**config.mk**
```make
export PLATFORM = sky130hd
export DESIGN_NAME = blit_scheduler_flat
export DESIGN_NICKNAME = d
export VERILOG_FILES = /design/src/rtl/blit_scheduler_if.sv /design/src/rtl/blit_scheduler.sv /design/src/flat_wrapper.sv
export SDC_FILE = /design/constraint.sdc
export NUM_CORES = 1
export LEC_CHECK = 0
export ABC_CLOCK_PERIOD_IN_PS = 7800
export BUFFER_PORTS_ARGS = -buffer_cell sky130_fd_sc_hd__clkbuf_2
export CAP_MARGIN = 30
export CORE_UTILIZATION = 57
export DETAILED_ROUTE_END_ITERATION = 7
export MAX_ROUTING_LAYER = met4
export PLACE_DENSITY = 0.92
export SYNTH_ARGS = -nofsm -noshare
export SYNTH_HDL_FRONTEND = slang
export SYNTH_SLANG_ARGS = --single-unit
```
**constraint.sdc**
```tcl
create_clock -name CLK -period 7.8 [get_ports CLK]
set_input_delay 1.17 -clock CLK [delete_from_list [all_inputs] [get_ports CLK]]
set_output_delay 1.17 -clock CLK [all_outputs]
set_load 0.02 [all_outputs]
```
**src/rtl/blit_scheduler_if.sv**
```systemverilog
// Bus between the frame/layer logic and the sprite blit scheduler.
// The master side supplies the frame pulse and per-layer requests;
// the slave side (the scheduler) returns grants and the VRAM copy stream.
interface blit_scheduler_if #(
  parameter int NUM_REQ           = 4,
  parameter int VRAM_A_WIDTH      = 16,
  parameter int SPRITEBUF_A_WIDTH = 15
);
  logic                         frame_start;
  logic [NUM_REQ-1:0]           req;
  logic [10*NUM_REQ-1:0]        req_x;
  logic [10*NUM_REQ-1:0]        req_y;
  logic [4*NUM_REQ-1:0]         req_idx;
  logic [NUM_REQ-1:0]           grant;
  logic [SPRITEBUF_A_WIDTH-1:0] address_s;
  logic [VRAM_A_WIDTH-1:0]      address_screen;
  logic                         wr_valid;
  logic                         busy;
  logic                         frame_done;
  logic                         overrun;

  modport master (
    output frame_start, req, req_x, req_y, req_idx,
    input  grant, address_s, address_screen, wr_valid, busy, frame_done, overrun
  );

  modport slave (
    input  frame_start, req, req_x, req_y, req_idx,
    output grant, address_s, address_screen, wr_valid, busy, frame_done, overrun
  );
endinterface

```
**src/rtl/blit_scheduler.sv**
```systemverilog
// Per-frame sprite-to-VRAM copy sequencer. Latches the layer request mask at
// frame start, then copies each requested 32x32 sprite into the back buffer in
// ascending requester order. The screen write slot trails the sprite-ROM read
// address by one cycle so it lines up with the synchronous ROM data.
module blit_scheduler #(
  parameter int NUM_REQ           = 4,
  parameter int VRAM_A_WIDTH      = 16,
  parameter int SPRITEBUF_A_WIDTH = 15,
  parameter int SCREEN_WIDTH      = 320,
  parameter int SCREEN_HEIGHT     = 180,
  parameter int SPRITE_SIZE       = 32
) (
  input  logic            CLK,
  input  logic            rst_n,
  blit_scheduler_if.slave bus
);
  localparam int SW = $clog2(SPRITE_SIZE);
  localparam int KW = (NUM_REQ > 1) ? $clog2(NUM_REQ) : 1;

  typedef enum logic [2:0] {IDLE, ARB, BLIT, DRAIN, DONE} state_t;

  state_t             state, state_nxt;
  logic [NUM_REQ-1:0] pending, pending_nxt;
  logic [NUM_REQ-1:0] pick;
  logic [KW-1:0]      pick_k;
  logic [9:0]         x_sel, y_sel;
  logic [3:0]         idx_sel;
  logic [9:0]         cur_x, cur_y;
  logic [3:0]         cur_idx;
  logic [SW-1:0]      sx, sy, sx_nxt, sy_nxt;
  logic               last_px;
  logic [10:0]        px_p0, py_p0;

  function automatic logic [NUM_REQ-1:0] lowest_bit(input logic [NUM_REQ-1:0] v);
    return v & (~v + NUM_REQ'(1));
  endfunction

  function automatic logic [KW-1:0] onehot_index(input logic [NUM_REQ-1:0] oh);
    logic [KW-1:0] k;
    k = '0;
    for (int i = 0; i < NUM_REQ; i++)
      if (oh[i]) k = KW'(i);
    return k;
  endfunction

  function automatic logic in_screen(input logic [10:0] px, input logic [10:0] py);
    return (32'(px) < 32'(SCREEN_WIDTH)) && (32'(py) < 32'(SCREEN_HEIGHT));
  endfunction

  function automatic logic [VRAM_A_WIDTH-1:0] screen_addr(input logic [10:0] px,
                                                          input logic [10:0] py);
    return VRAM_A_WIDTH'(32'(py) * 32'(SCREEN_WIDTH) + 32'(px));
  endfunction

  function automatic logic [SPRITEBUF_A_WIDTH-1:0] sprite_addr(input logic [3:0]    idx,
                                                               input logic [SW-1:0] y,
                                                               input logic [SW-1:0] x);
    return SPRITEBUF_A_WIDTH'(32'(idx) * 32'(SPRITE_SIZE * SPRITE_SIZE)
                              + 32'(y) * 32'(SPRITE_SIZE) + 32'(x));
  endfunction

  // Winner selection, sprite walk counters and current pixel position.
  always_comb begin
    pick    = lowest_bit(pending);
    pick_k  = onehot_index(pick);
    x_sel   = bus.req_x[10*int'(pick_k) +: 10];
    y_sel   = bus.req_y[10*int'(pick_k) +: 10];
    idx_sel = bus.req_idx[4*int'(pick_k) +: 4];
    sx_nxt  = sx + SW'(1);
    sy_nxt  = (&sx) ? sy + SW'(1) : sy;
    last_px = (&sx) && (&sy);
    px_p0   = 11'(cur_x) + 11'(sx);
    py_p0   = 11'(cur_y) + 11'(sy);
  end

  // Next-state logic; a frame pulse always restarts the walk from a fresh mask.
  always_comb begin
    state_nxt   = state;
    pending_nxt = pending;
    if (bus.frame_start) begin
      state_nxt   = ARB;
      pending_nxt = bus.req;
    end else begin
      case (state)
        IDLE:  state_nxt = IDLE;
        ARB: begin
          if (pending == '0) begin
            state_nxt = DONE;
          end else begin
            state_nxt   = BLIT;
            pending_nxt = pending & ~pick;
          end
        end
        BLIT:  if (last_px) state_nxt = DRAIN;
        DRAIN: state_nxt = (pending == '0) ? DONE : ARB;
        DONE:  state_nxt = IDLE;
        default: state_nxt = IDLE;
      endcase
    end
  end

  // Control state and registered outputs; grant/busy/done are looked ahead
  // from the next state so they line up with the state they describe.
  always_ff @(posedge CLK or negedge rst_n) begin
    if (!rst_n) begin
      state              <= IDLE;
      pending            <= '0;
      bus.grant          <= '0;
      bus.address_s      <= '0;
      bus.address_screen <= '0;
      bus.wr_valid       <= 1'b0;
      bus.busy           <= 1'b0;
      bus.frame_done     <= 1'b0;
      bus.overrun        <= 1'b0;
    end else begin
      state          <= state_nxt;
      pending        <= pending_nxt;
      bus.grant      <= (state_nxt == ARB) ? lowest_bit(pending_nxt) : '0;
      bus.busy       <= (state_nxt != IDLE);
      bus.frame_done <= (state_nxt == DONE);
      if (bus.frame_start && (state != IDLE))
        bus.overrun <= 1'b1;
      // write slot for the pixel whose ROM address is on the bus this cycle
      bus.wr_valid       <= (state == BLIT) && !bus.frame_start && in_screen(px_p0, py_p0);
      bus.address_screen <= (state == BLIT) ? screen_addr(px_p0, py_p0) : '0;
      if ((state == ARB) && (state_nxt == BLIT))
        bus.address_s <= sprite_addr(idx_sel, '0, '0);
      else if ((state == BLIT) && (state_nxt == BLIT))
        bus.address_s <= sprite_addr(cur_idx, sy_nxt, sx_nxt);
      else
        bus.address_s <= '0;
    end
  end

  // Sprite parameters captured in ARB and the in-sprite pixel counters.
  always_ff @(posedge CLK) begin
    if ((state == ARB) && (state_nxt == BLIT)) begin
      cur_x   <= x_sel;
      cur_y   <= y_sel;
      cur_idx <= idx_sel;
      sx      <= '0;
      sy      <= '0;
    end else if (state == BLIT) begin
      sx <= sx_nxt;
      sy <= sy_nxt;
    end
  end
endmodule

```
**src/flat_wrapper.sv**
```systemverilog
// flat-port wrapper written by rule: the top's interface ports become plain ports
module blit_scheduler_flat 
#(
  parameter int NUM_REQ           = 4,
  parameter int VRAM_A_WIDTH      = 16,
  parameter int SPRITEBUF_A_WIDTH = 15,
  parameter int SCREEN_WIDTH      = 320,
  parameter int SCREEN_HEIGHT     = 180,
  parameter int SPRITE_SIZE       = 32
)
  (CLK, rst_n, bus_frame_start, bus_req, bus_req_x, bus_req_y, bus_req_idx, bus_grant, bus_address_s, bus_address_screen, bus_wr_valid, bus_busy, bus_frame_done, bus_overrun);
  blit_scheduler_if #(.NUM_REQ(NUM_REQ), .VRAM_A_WIDTH(VRAM_A_WIDTH), .SPRITEBUF_A_WIDTH(SPRITEBUF_A_WIDTH)) bus_i ();
  input  logic CLK;
  input  logic rst_n;
  input wire logic [$bits(bus_i.frame_start)-1:0] bus_frame_start;
  input wire logic [$bits(bus_i.req)-1:0] bus_req;
  input wire logic [$bits(bus_i.req_x)-1:0] bus_req_x;
  input wire logic [$bits(bus_i.req_y)-1:0] bus_req_y;
  input wire logic [$bits(bus_i.req_idx)-1:0] bus_req_idx;
  output wire logic [$bits(bus_i.grant)-1:0] bus_grant;
  output wire logic [$bits(bus_i.address_s)-1:0] bus_address_s;
  output wire logic [$bits(bus_i.address_screen)-1:0] bus_address_screen;
  output wire logic [$bits(bus_i.wr_valid)-1:0] bus_wr_valid;
  output wire logic [$bits(bus_i.busy)-1:0] bus_busy;
  output wire logic [$bits(bus_i.frame_done)-1:0] bus_frame_done;
  output wire logic [$bits(bus_i.overrun)-1:0] bus_overrun;
  assign bus_i.frame_start = bus_frame_start;
  assign bus_i.req = bus_req;
  assign bus_i.req_x = bus_req_x;
  assign bus_i.req_y = bus_req_y;
  assign bus_i.req_idx = bus_req_idx;
  assign bus_grant = bus_i.grant;
  assign bus_address_s = bus_i.address_s;
  assign bus_address_screen = bus_i.address_screen;
  assign bus_wr_valid = bus_i.wr_valid;
  assign bus_busy = bus_i.busy;
  assign bus_frame_done = bus_i.frame_done;
  assign bus_overrun = bus_i.overrun;
  blit_scheduler #(.NUM_REQ(NUM_REQ), .VRAM_A_WIDTH(VRAM_A_WIDTH), .SPRITEBUF_A_WIDTH(SPRITEBUF_A_WIDTH), .SCREEN_WIDTH(SCREEN_WIDTH), .SCREEN_HEIGHT(SCREEN_HEIGHT), .SPRITE_SIZE(SPRITE_SIZE)) u_core (.CLK(CLK), .rst_n(rst_n), .bus(bus_i));
endmodule
```
==> flow_summary.json <==
{
  "syn_area_mm2": 0.00482,
  "relSlewSlack_pct": 41.7,
  "wirelength_um": 11000,
  "die_h_um": 93.9,
  "synth-main-ff-cell": "dfrtp_1",
  "rr_worst_depth": 16,
  "cts_tree": "yes",
  "grt-ovfl-total": 0,
  "synth_edf_count": 24,
  "worst_pin_slew_ns": 0.871,
  "grt.total_usage_pct": 26.7,
  "leakagePower_nw": 2.71,
  "grt_max_degree": 35,
  "grt_pass1_wl_um": 17300,
  "synth_compound_area_share_pct": 12.6,
  "slew_violations": 0,
  "diodes": 0,
  "fin_skew_ns": 0.0114,
  "grt_pass1_vias": 3680,
  "syn2layout_area_growth_pct": 20.4,
  "ys_seq_area_share_pct": 42.5,
  "synth_simple_gate_area_share_pct": 14.1,
  "io_buffers": 140,
  "worstSetupStartpointType": "register",
  "ys_seq_elements": 79,
  "hold_buffers": 0,
  "worst_slack_ns": 3.38,
  "ir_worst_vdd_mv": 0.0878,
  "clk_pin_slew_worst_paths_ns": 0.08,
  "drt-wirelength-per-cell_um": 16.2,
  "muxShareOfSynthArea_pct": 12.1,
  "crit_path_max_fanout": 6,
  "hp-class": "register to register",
  "fp.dieArea_mm2": 0.00882,
  "clk_latency_ns": 0.35,
  "hpwl_um": 8580,
  "async_flop_share_pct": 57.0,
  "fin_util_pct": 70.9,
  "rsz0062_at_grt": "false",
  "m1WireLength_um": 4630,
  "vias": 3866,
  "cts_sinks": 79,
  "synth_cell_type_count": 63,
  "holdPathStages": 2,
  "fin_crit_sh_pct": 56.6,
  "nNetsFinal": 703,
  "route.detailed.drc": 0,
  "fin_crit_ns": 4.42,
  "num_io_pins": 142,
  "cts_made_buffers": 9,
  "die_x_um": 93.9,
  "gp_congestion": 0.880,
  "fmax_ghz": 0.226,
  "stdcell_area_mm2": 0.00580,
  "core_area_mm2": 0.00818,
  "p_per_area_mw_per_mm2": 195,
  "cts_buffer_depth": 2,
  "path_class": "register to register",
  "placed_area_mm2": 0.00560,
  "place_ws_ns": 3.42,
  "rows": 33,
  "drt_iter0_markers": 263,
  "whs_ns": 0.503,
  "h-tree-depth": 3,
  "dr_wl_met3_um": 611,
  "hold_viol": 0,
  "synth_xor_xnor_area_share_pct": 6.55,
  "ant_nets": 0,
  "wl_met2_um": 5570,
  "synth_warnings": 0,
  "post_cts_buffers": 0,
  "maxCapViolations": 0,
  "status": "finished clean",
  "synth_top_family_by_area": "simple AND/OR/NAND/NOR gates",
  "cts_root_buf": "clkbuf_8",
  "syn_avg_cell_area_um2": 11.2,
  "critical_path_arrival_ns": 4.69,
  "layout-drive-gt1-share_pct": 34.4,
  "start_util_pct": 58.9,
  "viasPerCell": 5.71,
  "first_pass_iters": 7,
  "synthesis.nets": 567,
  "worstPathRequired_ns": 8.08,
  "synth_cells": 431,
  "antenna_found_initial": 0,
  "synthAdderAreaFrac_pct": 9.20,
  "cts_resized": 0,
  "fillers": 613,
  "setup_viol": 0,
  "tns_ns": 0,
  "cp-end-kind": "register",
  "highest-signal-layer": "met4"
}
## cell type report
class                   count  area [um2]  share of cell area (%)
multi-input cells         322        2650                    45.7
clock buffers              12         145                    2.50
clock inverters             4        28.8                   0.496
repair buffers            144         756                    13.0
well taps                 105         131                    2.27
flip-flops and latches     79        2050                    35.3
inverters                  11        41.3                   0.712
## report_power, final
| group | internal (mW) | switching (mW) |
|---|---|---|
| sequential | 0.463 | 0.0294 |
| combinational | 0.171 | 0.187 |
| clock | 0.126 | 0.151 |
## cells by family after synthesis
family / after synthesis
xor gates and xnor gates: 36
muxes: 28
AOI/OAI and AO/OA: 84
adders and majority gates: 33
DFF: 79
buffers and inverters: 30
and+or+nand+nor: 140
other: 1
## cells in the mapped netlist (all sizes together) (5+ instances only)
cell type	number	area share (%)
o21ai	15	1.6
nor2b	8	1.0
nand3	11	1.1
nand2	29	2.3
a21oi	20	2.2
o21bai	5	0.86
clkbuf	10	0.78
xnor2	24	4.4
o21a	6	0.94
ha	29	7.5
mux4	24	11
xor2	12	2.2
edfxtp	24	15
nand2b	7	0.91
buf	9	1.3
nor2	47	3.7
and2	7	0.96
dfrtp	45	23
and3	7	0.91
a21o	8	1.2
dfxtp	10	4.2
nor3	9	1.0
inv	11	0.86
## worst paths after layout
| kind | from | to | slack [ns] |
|---|---|---|---|
| hold reg to reg | u_core.sx[4] | u_core.sx[4] | 0.50 |
| setup reg to reg | u_core.sy[0] | u_core.bus.address_screen[15] | 3.38 |
| hold / removal | u_core.sx[4] | u_core.sx[4] | 0.50 |
| setup / recovery | u_core.sy[0] | u_core.bus.address_screen[15] | 3.38 |
| max in group asynchronous | rst_n | u_core.bus.address_screen[8] | 6.59 |
| min in group asynchronous | rst_n | u_core.bus.address_s[12] | 0.71 |
## cells in the final DEF (no fill, tap or decap), drive strengths merged, types with 4 or more instances in the layout
master  count
clkbuf    152
nor2       47
dfxtp      10
and2        7
buf         4
a211oi      4
nor3        9
nand2      29
nor2b       8
inv        13
edfxtp     24
and3        7
a21o        8
o21ai      15
xor2       12
a21oi      20
dfrtp      45
fa          4
xnor2      24
nand3      11
ha         29
mux4       24
o21bai      5
nand2b      7
o21a        6
## layer usage
layer	GRT usage, %	vias up
met5	-	-
met4	8.46	0
met3	4.53	13
met2	44.5	161
met1	33.5	1840
li1	-	1852
## flip-flops by register name (all words and copies together) (netlist names)
name	count
u_core.bus.address_s	14
u_core.bus.address_screen	16
u_core.state	3
u_core.bus.busy	1
u_core.cur_idx	4
u_core.sy	5
u_core.pending	4
u_core.bus.wr_valid	1
u_core.cur_x	10
u_core.bus.frame_done	1
u_core.bus.grant	4
u_core.cur_y	10
u_core.bus.overrun	1
u_core.sx	5
## per-stage QoR
step                      instances  total power [mW]
after floorplan                 431             0.754
after global placement          659             0.831
after detailed placement        660             0.851
after CTS                       676              1.13
after global routing            677              1.19
final                           677              1.13
## worst max-delay path: stages, from the launching register on
cell and delay, ns:
dfxtp_1 0.37, ha_1 0.29, fa_1 0.50, a21o_1 0.19, a21oi_1 0.17, xnor2_1 0.15
and2_1 0.21, or2_2 0.32, fa_1 0.54, inv_1 0.04, ha_1 0.19, or2_2 0.29
o22ai_1 0.18, and3b_1 0.25, a31o_2 0.26, a211o_1 0.26, a21oi_1 0.12
Power figures use the tool's default switching activity.
